==> src/rtl/cmp_serial_nbit_if.sv <==
// Handshake bundle for cmp_serial_nbit: operand/mode request and 1-bit result.
// in_signed exists only when CMP_SIGNED_EN is defined.
interface cmp_serial_nbit_if #(
  parameter int WIDTH = 32
);
  logic             in_valid;
  logic             in_ready;
  logic [WIDTH-1:0] in_a;
  logic [WIDTH-1:0] in_b;
  logic [1:0]       in_mode;
`ifdef CMP_SIGNED_EN
  logic             in_signed;
`endif
  logic             out_valid;
  logic             out_ready;
  logic             out_y;

  modport master (
    output in_valid, in_a, in_b, in_mode,
`ifdef CMP_SIGNED_EN
    output in_signed,
`endif
    output out_ready,
    input  in_ready, out_valid, out_y
  );

  modport slave (
    input  in_valid, in_a, in_b, in_mode,
`ifdef CMP_SIGNED_EN
    input  in_signed,
`endif
    input  out_ready,
    output in_ready, out_valid, out_y
  );
endinterface

==> src/rtl/cmp_serial_nbit.sv <==
// Chunk-serial LT/LE/GT/GE comparator, CHUNK bits per cycle, LSB chunk first.
// Define CMP_SIGNED_EN to add the in_signed two's-complement option.
module cmp_serial_nbit #(
  parameter int WIDTH     = 32,
  parameter int CHUNK     = 4,
  parameter int IMPL_TYPE = 0
) (
  input logic            clk,
  input logic            rst,
  cmp_serial_nbit_if.slave bus
);
  localparam int NCHUNK = (CHUNK < 1) ? 1 : WIDTH / CHUNK;
  localparam int CW     = (NCHUNK > 1) ? $clog2(NCHUNK) : 1;
  localparam logic [CW-1:0] LAST = CW'(NCHUNK - 1);

  if (CHUNK < 1) begin : g_bad_chunk
    $error("cmp_serial_nbit: CHUNK must be >= 1");
  end else if (WIDTH % CHUNK != 0) begin : g_bad_width
    $error("cmp_serial_nbit: WIDTH must be a multiple of CHUNK");
  end

  typedef enum logic [1:0] {
    IDLE,
    RUN,
    DONE
  } state_t;

  state_t           state;
  logic [WIDTH-1:0] x;
  logic [WIDTH-1:0] yop;
  logic             borrow;
  logic [CW-1:0]    cnt;
  logic             ready_q;
  logic             valid_q;
  logic             y_q;

  logic [WIDTH-1:0] xa;
  logic [WIDTH-1:0] ya;
  logic [CHUNK:0]   bc;

  // GT/GE swap operands so every mode reduces to a borrow of X - Yop - mode[0].
  always_comb begin
    if (bus.in_mode[1]) begin
      xa = bus.in_b;
      ya = bus.in_a;
    end else begin
      xa = bus.in_a;
      ya = bus.in_b;
    end
`ifdef CMP_SIGNED_EN
    if (bus.in_signed) begin
      xa[WIDTH-1] = ~xa[WIDTH-1];
      ya[WIDTH-1] = ~ya[WIDTH-1];
    end
`endif
  end

  assign bc[0] = borrow;

  for (genvar i = 0; i < CHUNK; i++) begin : g_bit
    if (IMPL_TYPE == 0) begin : g_gate
      assign bc[i+1] = (~x[i] & yop[i])
                     | (~(x[i] ^ yop[i]) & bc[i]);
    end else begin : g_mux
      assign bc[i+1] = (x[i] == yop[i]) ? bc[i] : yop[i];
    end
  end

  always_ff @(posedge clk) begin
    if (rst) begin
      state   <= IDLE;
      x       <= '0;
      yop     <= '0;
      borrow  <= 1'b0;
      cnt     <= '0;
      ready_q <= 1'b1;
      valid_q <= 1'b0;
      y_q     <= 1'b0;
    end else begin
      unique case (state)
        IDLE: begin
          if (bus.in_valid && ready_q) begin
            x       <= xa;
            yop     <= ya;
            borrow  <= bus.in_mode[0];
            cnt     <= '0;
            ready_q <= 1'b0;
            state   <= RUN;
          end
        end
        RUN: begin
          x      <= x >> CHUNK;
          yop    <= yop >> CHUNK;
          borrow <= bc[CHUNK];
          if (cnt == LAST) begin
            cnt     <= '0;
            y_q     <= bc[CHUNK];
            valid_q <= 1'b1;
            state   <= DONE;
          end else begin
            cnt <= cnt + 1'b1;
          end
        end
        DONE: begin
          if (bus.out_ready) begin
            valid_q <= 1'b0;
            ready_q <= 1'b1;
            state   <= IDLE;
          end
        end
        default: begin
          state   <= IDLE;
          ready_q <= 1'b1;
          valid_q <= 1'b0;
        end
      endcase
    end
  end

  assign bus.in_ready  = ready_q;
  assign bus.out_valid = valid_q;
  assign bus.out_y     = y_q;
endmodule

==> src/flat_wrapper.sv <==
// flat-port wrapper written by rule: the top's interface ports become plain ports
module cmp_serial_nbit_flat 
#(
  parameter int WIDTH     = 32,
  parameter int CHUNK     = 4,
  parameter int IMPL_TYPE = 0
)
  (clk, rst, bus_in_valid, bus_in_a, bus_in_b, bus_in_mode, bus_out_ready, bus_in_ready, bus_out_valid, bus_out_y);
  cmp_serial_nbit_if #(.WIDTH(WIDTH)) bus_i ();
  input logic clk;
  input logic rst;
  input wire logic [$bits(bus_i.in_valid)-1:0] bus_in_valid;
  input wire logic [$bits(bus_i.in_a)-1:0] bus_in_a;
  input wire logic [$bits(bus_i.in_b)-1:0] bus_in_b;
  input wire logic [$bits(bus_i.in_mode)-1:0] bus_in_mode;
  input wire logic [$bits(bus_i.out_ready)-1:0] bus_out_ready;
  output wire logic [$bits(bus_i.in_ready)-1:0] bus_in_ready;
  output wire logic [$bits(bus_i.out_valid)-1:0] bus_out_valid;
  output wire logic [$bits(bus_i.out_y)-1:0] bus_out_y;
  assign bus_i.in_valid = bus_in_valid;
  assign bus_i.in_a = bus_in_a;
  assign bus_i.in_b = bus_in_b;
  assign bus_i.in_mode = bus_in_mode;
  assign bus_i.out_ready = bus_out_ready;
  assign bus_in_ready = bus_i.in_ready;
  assign bus_out_valid = bus_i.out_valid;
  assign bus_out_y = bus_i.out_y;
  cmp_serial_nbit #(.WIDTH(WIDTH), .CHUNK(CHUNK), .IMPL_TYPE(IMPL_TYPE)) u_core (.clk(clk), .rst(rst), .bus(bus_i));
endmodule
==> config.mk <==
export PLATFORM = sky130hd
export DESIGN_NAME = cmp_serial_nbit_flat
export DESIGN_NICKNAME = d
export VERILOG_FILES = /design/src/rtl/cmp_serial_nbit_if.sv /design/src/rtl/cmp_serial_nbit.sv /design/src/flat_wrapper.sv
export SDC_FILE = /design/constraint.sdc
export NUM_CORES = 1
export LEC_CHECK = 0
export ABC_AREA = 0
export ABC_CLOCK_PERIOD_IN_PS = 4000
export CORE_UTILIZATION = 38
export DETAILED_ROUTE_END_ITERATION = 10
export HOLD_SLACK_MARGIN = 0.08
export PLACE_DENSITY = 0.67
export SLEW_MARGIN = 15
export SYNTH_ARGS = -nofsm -noshare
export SYNTH_HDL_FRONTEND = slang
export SYNTH_SLANG_ARGS = --single-unit
==> constraint.sdc <==
create_clock -name clk -period 4 [get_ports clk]
set_input_delay 0.8 -clock clk [delete_from_list [all_inputs] [get_ports clk]]
set_output_delay 0.8 -clock clk [all_outputs]
set_load 0.005 [all_outputs]
==> metrics.csv, run 1 <==
stage,metric,value,unit
sta,rsz0062_at_grt,false,
logic_synthesis,synth_cell_type_count,34,
logic_synthesis,syn-cell-area,3980,um2
sta,fin_ws,1790,ps
power_and_ir_drop,p_leak,1.90,nW
sta,clock.fmax,0.452,GHz
sta,report.final.setup_viol,0,
die,initial_core_util,40.0,%
die,dieArea,10900,um2
job,cap_violations,0,
logic_synthesis,synth_cells,404,
routing,drtAntennaViolNets,0,
clock_tree,cts.htree.levels,3,
die,die_h,104,um
worst_setup_path,critPathBufInv,2,
logic_synthesis,synth_area_leader_cell,dfxtp_1,
power_and_ir_drop,powerDensity,390,nW/um2
logic_synthesis,synth_area_leaders,"dfxtp_1 37%, a2111oi_2 16%, mux2i_1 14%",
routing,avgRoutedWirePerCell,15.4,um
worst_setup_path,crit_family,buffers and inverters,
grt,antenna_found_initial,0,
placed_design,place.detailed.hpwl,6250,um
worst_setup_path,end_kind,flop,
routing,route.vias.total,3129,
logic_synthesis,synthFlopType,dfxtp_1,
logic_synthesis,yosysWarnings,0,
routing,drtIter0Drc,213,
worst_setup_path,r2r_start,u_core.state[1],
cells_and_area,final_nets,531,
logic_synthesis,synthTopCellsByCount,"118 x nor2_1, 73 x dfxtp_1, 57 x mux2i_1",
power_and_ir_drop,peakVddDrop,0.227,mV
logic_synthesis,synth.most_common_cell,nor2_1,
logic_synthesis,synth-seq-cells,73,
logic_synthesis,synth_edf_count,0,
cells_and_area,syn_to_final_growth,21.9,%
worst_setup_path,critPathMaxFanout,47,
die,rows,36,
placed_design,gp_congestion,0.754,
routing,first_pass_iters,4,
clock_tree,cts_tree,built,
grt,grt_max_degree,57,
sta,tightest_slew,1110,ps
clock_tree,post_cts_buffers,0,
worst_setup_path,slowest_delay,560,ps
logic_synthesis,synth_top_area_share,36.7,%
die,die_w,104,um
logic_synthesis,synth_seq_area_share,36.7,%
clock_tree,clk_latency,330,ps
logic_synthesis,avgSynthCellArea,9.85,um2
sta,finalSetupTns,0,ps
cells_and_area,fillers,931,
clock_tree,hold_buffers,0,
clock_tree,cts_sinks,73,
worst_hold_path,min_path_type,reg -> reg,
run_status,outcome,"complete, no violations",
worst_setup_path,arrival,2440,ps
cells_and_area,antenna_cells,0,
clock_tree,clockRootBuffer,clkbuf_8,
sta,slew_headroom,25.8,%
routing,vias_per_cell,5.29,
die,io_pins,73,
worst_setup_path,crit_start,bus_in_valid,
sta,fin_crit_sh,55.3,%
grt,grt_remaining_overflow,0,
routing,wirelength,9130,um
cells_and_area,regArea,1460,um2
placed_design,port_buffers,72,
worst_setup_path,r2r_slack,1830,ps
logic_synthesis,syn_nets,480,
clock_tree,clk_pin_slew,70,ps
clock_tree,clk_path_buf_depth,2,
cells_and_area,drive_gt1_share,15.7,%
cells_and_area,multi_input_area,2250,um2
clock_tree,cts_resized,0,
worst_setup_path,critPathKind,in -> reg,
logic_synthesis,synthArstFlopShare,0,%
sta,hold_ws,478,ps
sta,drv_slew,0,
grt,grt_pass1_wl,15100,um
clock_tree,cts_buffers,9,
worst_setup_path,cp.required,4230,ps
worst_setup_path,critPathSlowestCell,clkdlybuf4s50_1,
grt,grt_usage,17.0,%
worst_setup_path,cp_cell_sequence,"clkdlybuf4s50_1, a21oi_1, nor2_2, buf_4, nor2_1, a2111oi_2",
worst_hold_path,worstHoldStart,u_core.x[12],
grt,grt_pass1_vias,3056,
placed_design,dp_slack,1430,ps
routing,drc,0,
sta,clock_skew,6.14,ps
worst_setup_path,start_kind,primary input,
sta,finalHoldViolCount,0,
sta,fin_crit,2210,ps
die,core-area,9950,um2
-- worst paths after layout --
kind	end	cells after the start
worst min-delay path	u_core.x[8]	2
worst min register to register	u_core.x[8]	2
worst max register to register	u_core.x[29]	3
worst max-delay path	u_core.yop[11]	6
-- layout make-up --
class	count	area share, %
clock buffer	12	3.20
clock inverter	3	0.825
inverter	4	0.309
multi-input combinational	291	46.3
sequential	73	30.1
tap	133	3.43
timing repair buffer	76	15.8
-- logic make-up (layout without fill, tap and decap cells) --
family | count (synthesis) | count (layout) | share of synthesized area (%)
flip-flops | 73 | 73 | 36.7
adder cells (fa/ha/maj) | 6 | 6 | 1.89
multiplexers | 64 | 64 | 16.3
AND/OR/NAND/NOR | 136 | 136 | 13.9
buffers and inverters | 40 | 95 | 7.07
AO/OA/AOI/OAI | 85 | 85 | 24.1
-- per-stage QoR --
stage	power, mW	instances	instance area (um2)	utilization [%]
2_1_floorplan	1.20	404	3980	-
3_3_place_gp	1.32	577	4660	46.8
3_5_place_dp	1.33	577	4660	46.8
4_1_cts	1.91	592	4850	48.7
5_1_grt	1.99	592	4850	48.7
6_report	1.89	592	4850	48.7
-- flip-flops by register name, summed over array words and instances, names as in the netlist --
signal,cells
u_core.borrow,1
u_core.bus.in_ready,1
u_core.bus.out_valid,1
u_core.bus.out_y,1
u_core.cnt,3
u_core.state,2
u_core.x,32
u_core.yop,32
-- where the power goes --
group	internal, mW	switching (mW)	total, mW
Clock	0.317	0.258	0.576
Combinational	0.213	0.247	0.460
Sequential	0.808	0.0477	0.856
Total	1.34	0.553	1.89
-- cell usage in the layout (no fill, tap or decap), drive strengths merged, types with 2 or more instances in the layout --
master and instances:
nor3b 2, clkinv 2, nand2b 3, a21oi 9, inv 4, clkbuf 12
o211ai 3, buf 6, a211oi 9, nor3 3, o21ai 3, ha 6
a22oi 5, a2111oi 47, nand2 6, clkdlybuf4s50 70, a222oi 6, nor2 119
mux2 7, mux2i 57, dfxtp 73
-- worst min-delay path, stage by stage, from the launching register on --
cell	delay, ps
dfxtp_1	320
nand2_1	60
a21oi_1	50
-- per-layer routing --
layer	share of wire, %	wire length, um	global-route usage (%)
met4	1.2	108	4.69
met5	0	0	0
met1	47	4260	22.6
met3	4.2	383	3.88
met2	48	4380	27.5
Note: power is estimated with default switching activity, not from simulation.
==> run 2, diff against run 1 <==
Settings changed: ABC_CLOCK_PERIOD_IN_PS 4000 to 1900, PLACE_DENSITY 0.67 to 0.69.
Clock period 4 ns to 1.9 ns, I/O delays scaled along.
==> run 2 against run 1 <==
- register-to-register slack got worse by 1500 ps
- critical path depth fell by 5
- global-route usage rose by 0.40 points
- die area did not move
- via count rose by 2.9%
- cell area rose by 4.9%
- hold slack got worse by 150 ps
- clock skew rose by 2.8 ps
- sequential cell count did not move
- power rose by 130%
- sequential power rose by 110%
- critical endpoint is now bus_in_ready
==> metrics.csv, run 2 (synthesis gave the netlist of run 1 again) <==
stage,metric,value,unit
clock_tree,hold_buffers,0,
clock_tree,cts_tree,built,
worst_setup_path,start_kind,flop,
worst_hold_path,min_path_type,in -> reg,
worst_setup_path,critPathMaxFanout,6,
placed_design,port_buffers,72,
die,initial_core_util,40.0,%
clock_tree,cts.htree.levels,3,
cells_and_area,final_cell_mix,"118 x nor2_1, 73 x dfxtp_1, 70 x clkdlybuf4s50_1",
die,core-area,9950,um2
die,rows,36,
die,die_h,104,um
routing,vias_per_cell,5.32,
sta,report.final.setup_viol,0,
run_status,outcome,"complete, no violations",
sta,fin_crit_sh,88.3,%
grt,grt_pass1_wl,15400,um
routing,avgRoutedWirePerCell,15.0,um
clock_tree,cts_buffers,9,
routing,route.vias.total,3221,
worst_setup_path,r2r_start,u_core.state[1],
worst_setup_path,cp.required,1520,ps
sta,finalHoldViolCount,0,
cells_and_area,drive_gt1_share,18.0,%
sta,rsz0062_at_grt,false,
sta,drv_slew,0,
grt,grt_remaining_overflow,0,
sta,clock.fmax,0.596,GHz
grt,grt_usage,17.4,%
worst_setup_path,critPathKind,reg -> out,
die,io_pins,73,
sta,tightest_slew,424,ps
worst_setup_path,crit_start,u_core.bus.in_ready,
cells_and_area,antenna_cells,0,
clock_tree,clk_latency,360,ps
die,die_w,104,um
worst_setup_path,end_kind,primary output,
sta,hold_ws,328,ps
worst_setup_path,critPathSlowestCell,clkdlybuf4s50_1,
routing,drc,0,
clock_tree,clockRootBuffer,clkbuf_8,
job,cap_violations,0,
worst_setup_path,arrival,1300,ps
clock_tree,cts_resized,0,
grt,antenna_found_initial,0,
power_and_ir_drop,p_leak,2.01,nW
worst_setup_path,crit_family,buffers and inverters,
routing,wirelength,9090,um
cells_and_area,syn_to_final_growth,27.9,%
worst_hold_path,worstHoldStart,rst,
routing,first_pass_iters,6,
worst_setup_path,cp_cell_sequence,clkdlybuf4s50_1,
placed_design,gp_congestion,0.728,
worst_setup_path,critPathBufInv,1,
routing,drtIter0Drc,223,
cells_and_area,final_nets,543,
sta,slew_headroom,71.7,%
power_and_ir_drop,powerDensity,851,nW/um2
clock_tree,post_cts_buffers,0,
sta,clock_skew,8.93,ps
cells_and_area,final_common_cell,nor2_1,
cells_and_area,layout.cells.non_filler,605,
worst_setup_path,slowest_delay,540,ps
die,dieArea,10900,um2
grt,grt_pass1_vias,3222,
cells_and_area,biggestRegsByFlops,"u_core.x (32), u_core.yop (32), u_core.cnt (3)",
power_and_ir_drop,peakVddDrop,0.404,mV
sta,fin_crit,1680,ps
placed_design,place.detailed.hpwl,6510,um
clock_tree,clk_pin_slew,90,ps
clock_tree,clk_path_buf_depth,2,
placed_design,dp.cells,589,
grt,grt_max_degree,56,
clock_tree,cts_sinks,73,
routing,drtAntennaViolNets,0,
## run 2: path summary, 6_finish.rpt
path	to	slack [ps]	cells after the start
worst max-delay path	bus_in_ready	220	1
worst min-delay path	u_core.x[15]	330	2
worst max register to register	u_core.yop[8]	340	4
worst min register to register	u_core.x[10]	480	2
## run 2: area by class of cell
type | count | area (um2)
Fill cell | 916 | 4860
Multi-Input combinational cell | 291 | 2250
Sequential cell | 73 | 1460
Timing Repair Buffer | 88 | 958
Tap cell | 133 | 166
Clock buffer | 10 | 128
Clock inverter | 6 | 115
Inverter | 4 | 15.0
## run 2: per-stage QoR
step | util, % | area (um2) | TNS [ps] | total power [mW] | setup slack (ps)
floorplan | - | 3980 | 0 | 2.53 | 479
global placement | 48.7 | 4850 | 0 | 2.85 | 12.9
detailed placement | 48.7 | 4850 | -233 | 2.88 | -37.3
CTS | 51.1 | 5090 | 0 | 4.36 | 207
global route | 51.1 | 5090 | 0 | 4.54 | 141
finish | 51.1 | 5090 | 0 | 4.33 | 222
## run 2: layer usage
metal  wire length, um  global-route usage [%]  up-vias
li1                  -                       -     1606
met1              4310                    22.5     1526
met2              4250                    28.3       78
met3               441                    4.51       11
met4                94                    5.20        0
met5                 0                       0        -
## run 2: power by group
group / internal [mW] / total, mW / switching, mW
sequential: 1.70 / 1.80 / 0.102
clock: 0.879 / 1.49 / 0.615
combinational: 0.509 / 1.04 / 0.527
==> run 3, diff against run 2 <==
Settings changed: ABC_CLOCK_PERIOD_IN_PS 1900 to 1500.
Clock period 1.9 ns to 1.5 ns, I/O delays scaled along.
==> run 3 against run 2 <==
- clock skew about the same
- non-clock buffer count up 11
- setup slack got worse by 130 ps
- sequential share of layout area is 0.80 points lower
- first-iteration DRC count down 28%
- die area is the same
- register-to-register slack worse by 250 ps
- wire length increased by 8.5%
- cell area increased by 3.3%
- sequential cell count is the same
- power grew 29%
- critical endpoint is now u_core.yop[23]
- largest cell class unchanged
- highest routed layer unchanged
==> metrics.csv, run 3 (synthesis gave the netlist of run 1 again) <==
stage,metric,value,unit
routing,vias_per_cell,5.35,
routing,avgRoutedWirePerCell,16.0,um
cells_and_area,fillers,837,
worst_setup_path,critPathKind,reg -> reg,
clock_tree,cts.htree.levels,3,
cells_and_area,biggestRegsByFlops,"u_core.x (32), u_core.yop (32), u_core.cnt (3)",
clock_tree,clk_path_buf_depth,2,
sta,report.final.setup_viol,0,
sta,fin_crit,1410,ps
grt,grt_remaining_overflow,0,
power_and_ir_drop,total_power,5.60,mW
cells_and_area,final_cell_mix,"118 x nor2_1, 70 x dfxtp_1, 66 x clkdlybuf4s50_1",
power_and_ir_drop,peakVddDrop,0.573,mV
clock_tree,clk_pin_slew,70,ps
grt,grt_pass1_wl,15600,um
placed_design,place.detailed.hpwl,6650,um
worst_setup_path,critPathMaxFanout,6,
worst_setup_path,slowest_delay,370,ps
sta,slew_headroom,73.6,%
sta,drv_slew,0,
placed_design,port_buffers,72,
die,core-area,9950,um2
cells_and_area,antenna_cells,0,
sta,finalHoldViolCount,0,
grt,antenna_found_initial,0,
grt,grt_pass1_vias,3188,
worst_setup_path,critPathSlowestCell,dfxtp_4,
clock_tree,clk_latency,350,ps
grt,grt_usage,17.7,%
cells_and_area,final_common_cell,nor2_1,
placed_design,gp_congestion,0.750,
grt,grt_max_degree,56,
worst_setup_path,cp_cell_sequence,"a21oi_1, nor2_4, buf_12, clkbuf_16, nor2_1, a2111oi_2",
power_and_ir_drop,powerDensity,1070,nW/um2
routing,drc,0,
cells_and_area,syn_to_final_growth,32.1,%
die,dieArea,10900,um2
die,die_h,104,um
die,io_pins,73,
job,cap_violations,0,
run_status,outcome,"complete, no violations",
routing,wirelength,9870,um
cells_and_area,final_nets,554,
sta,fin_crit_sh,93.7,%
cells_and_area,drive_gt1_share,21.2,%
worst_setup_path,end_kind,flop,
worst_hold_path,min_path_type,in -> reg,
sta,tightest_slew,396,ps
sta,hold_ws,429,ps
clock_tree,cts_sinks,73,
sta,clock.fmax,0.711,GHz
worst_setup_path,start_kind,flop,
die,initial_core_util,40.0,%
power_and_ir_drop,p_leak,2.12,nW
sta,clock_skew,9.01,ps
routing,route.vias.total,3293,
routing,drtAntennaViolNets,0,
routing,drtIter0Drc,161,
die,die_w,104,um
clock_tree,cts_buffers,9,
sta,rsz0062_at_grt,false,
routing,first_pass_iters,4,
die,rows,36,
worst_setup_path,arrival,1640,ps
clock_tree,clockRootBuffer,clkbuf_8,
clock_tree,cts_tree,built,
worst_setup_path,cp.required,1740,ps
[run 3: worst paths after layout]
kind                                     startpoint                   to  slack, ps  cells after the start
worst min register to register         u_core.x[14]         u_core.x[10]        480                      2
worst max-delay path            u_core.bus.in_ready       u_core.yop[23]         90                      6
worst min-delay path                   bus_in_valid  u_core.bus.in_ready        430                      4
worst max register to register  u_core.bus.in_ready       u_core.yop[23]         90                      6
[run 3: what timing repair did]
item,CTS,global route
resized for setup,6,6
endpoints found under the setup margin,3,54
pin swaps,0,1
gates cloned,0,6
hold buffers,0,0
buffers inserted,0,1
[run 3: metal layers]
metal  global-route usage, %  vias up  share of wire [%]
met4                    3.98        0               0.81
met5                       0        -                  0
met2                    29.5       88                 48
li1                        -     1634                  -
met1                    22.7     1565                 46
met3                    4.76        6                5.8
[run 3: worst max-delay path, delay by kind of cell (launching register included)]
family          cells  cell delay [ps]
compound gates      2              400
flops               1              370
buf+inv             2              310
simple gates        2              230
[run 3: where the power goes]
group          leakage, nW  switching [mW]  internal (mW)
Combinational         1.39           0.722          0.726
Sequential           0.604           0.130           2.16
Clock                0.122           0.729           1.14
[run 3: per-stage QoR]
step	cells	setup TNS, ps	setup slack [ps]	utilization (%)	instance area (um2)
finish	615	0	93.8	52.8	5260
floorplan	404	0	159	-	3980
global placement	593	-16660	-305	48.9	4860
CTS	608	0	10.6	51.3	5110
global route	615	0	8.36	52.8	5260
detailed placement	593	-18970	-366	48.9	4860
[run 3: cell type report]
class	instances	area, um2	area share, %
Sequential cell	73	1470	27.9
Clock inverter	5	104	1.98
Multi-Input combinational cell	291	2260	43.1
Clock buffer	10	138	2.62
Timing Repair Buffer	99	1100	21.0
Tap cell	133	166	3.17
Inverter	4	15.0	0.286
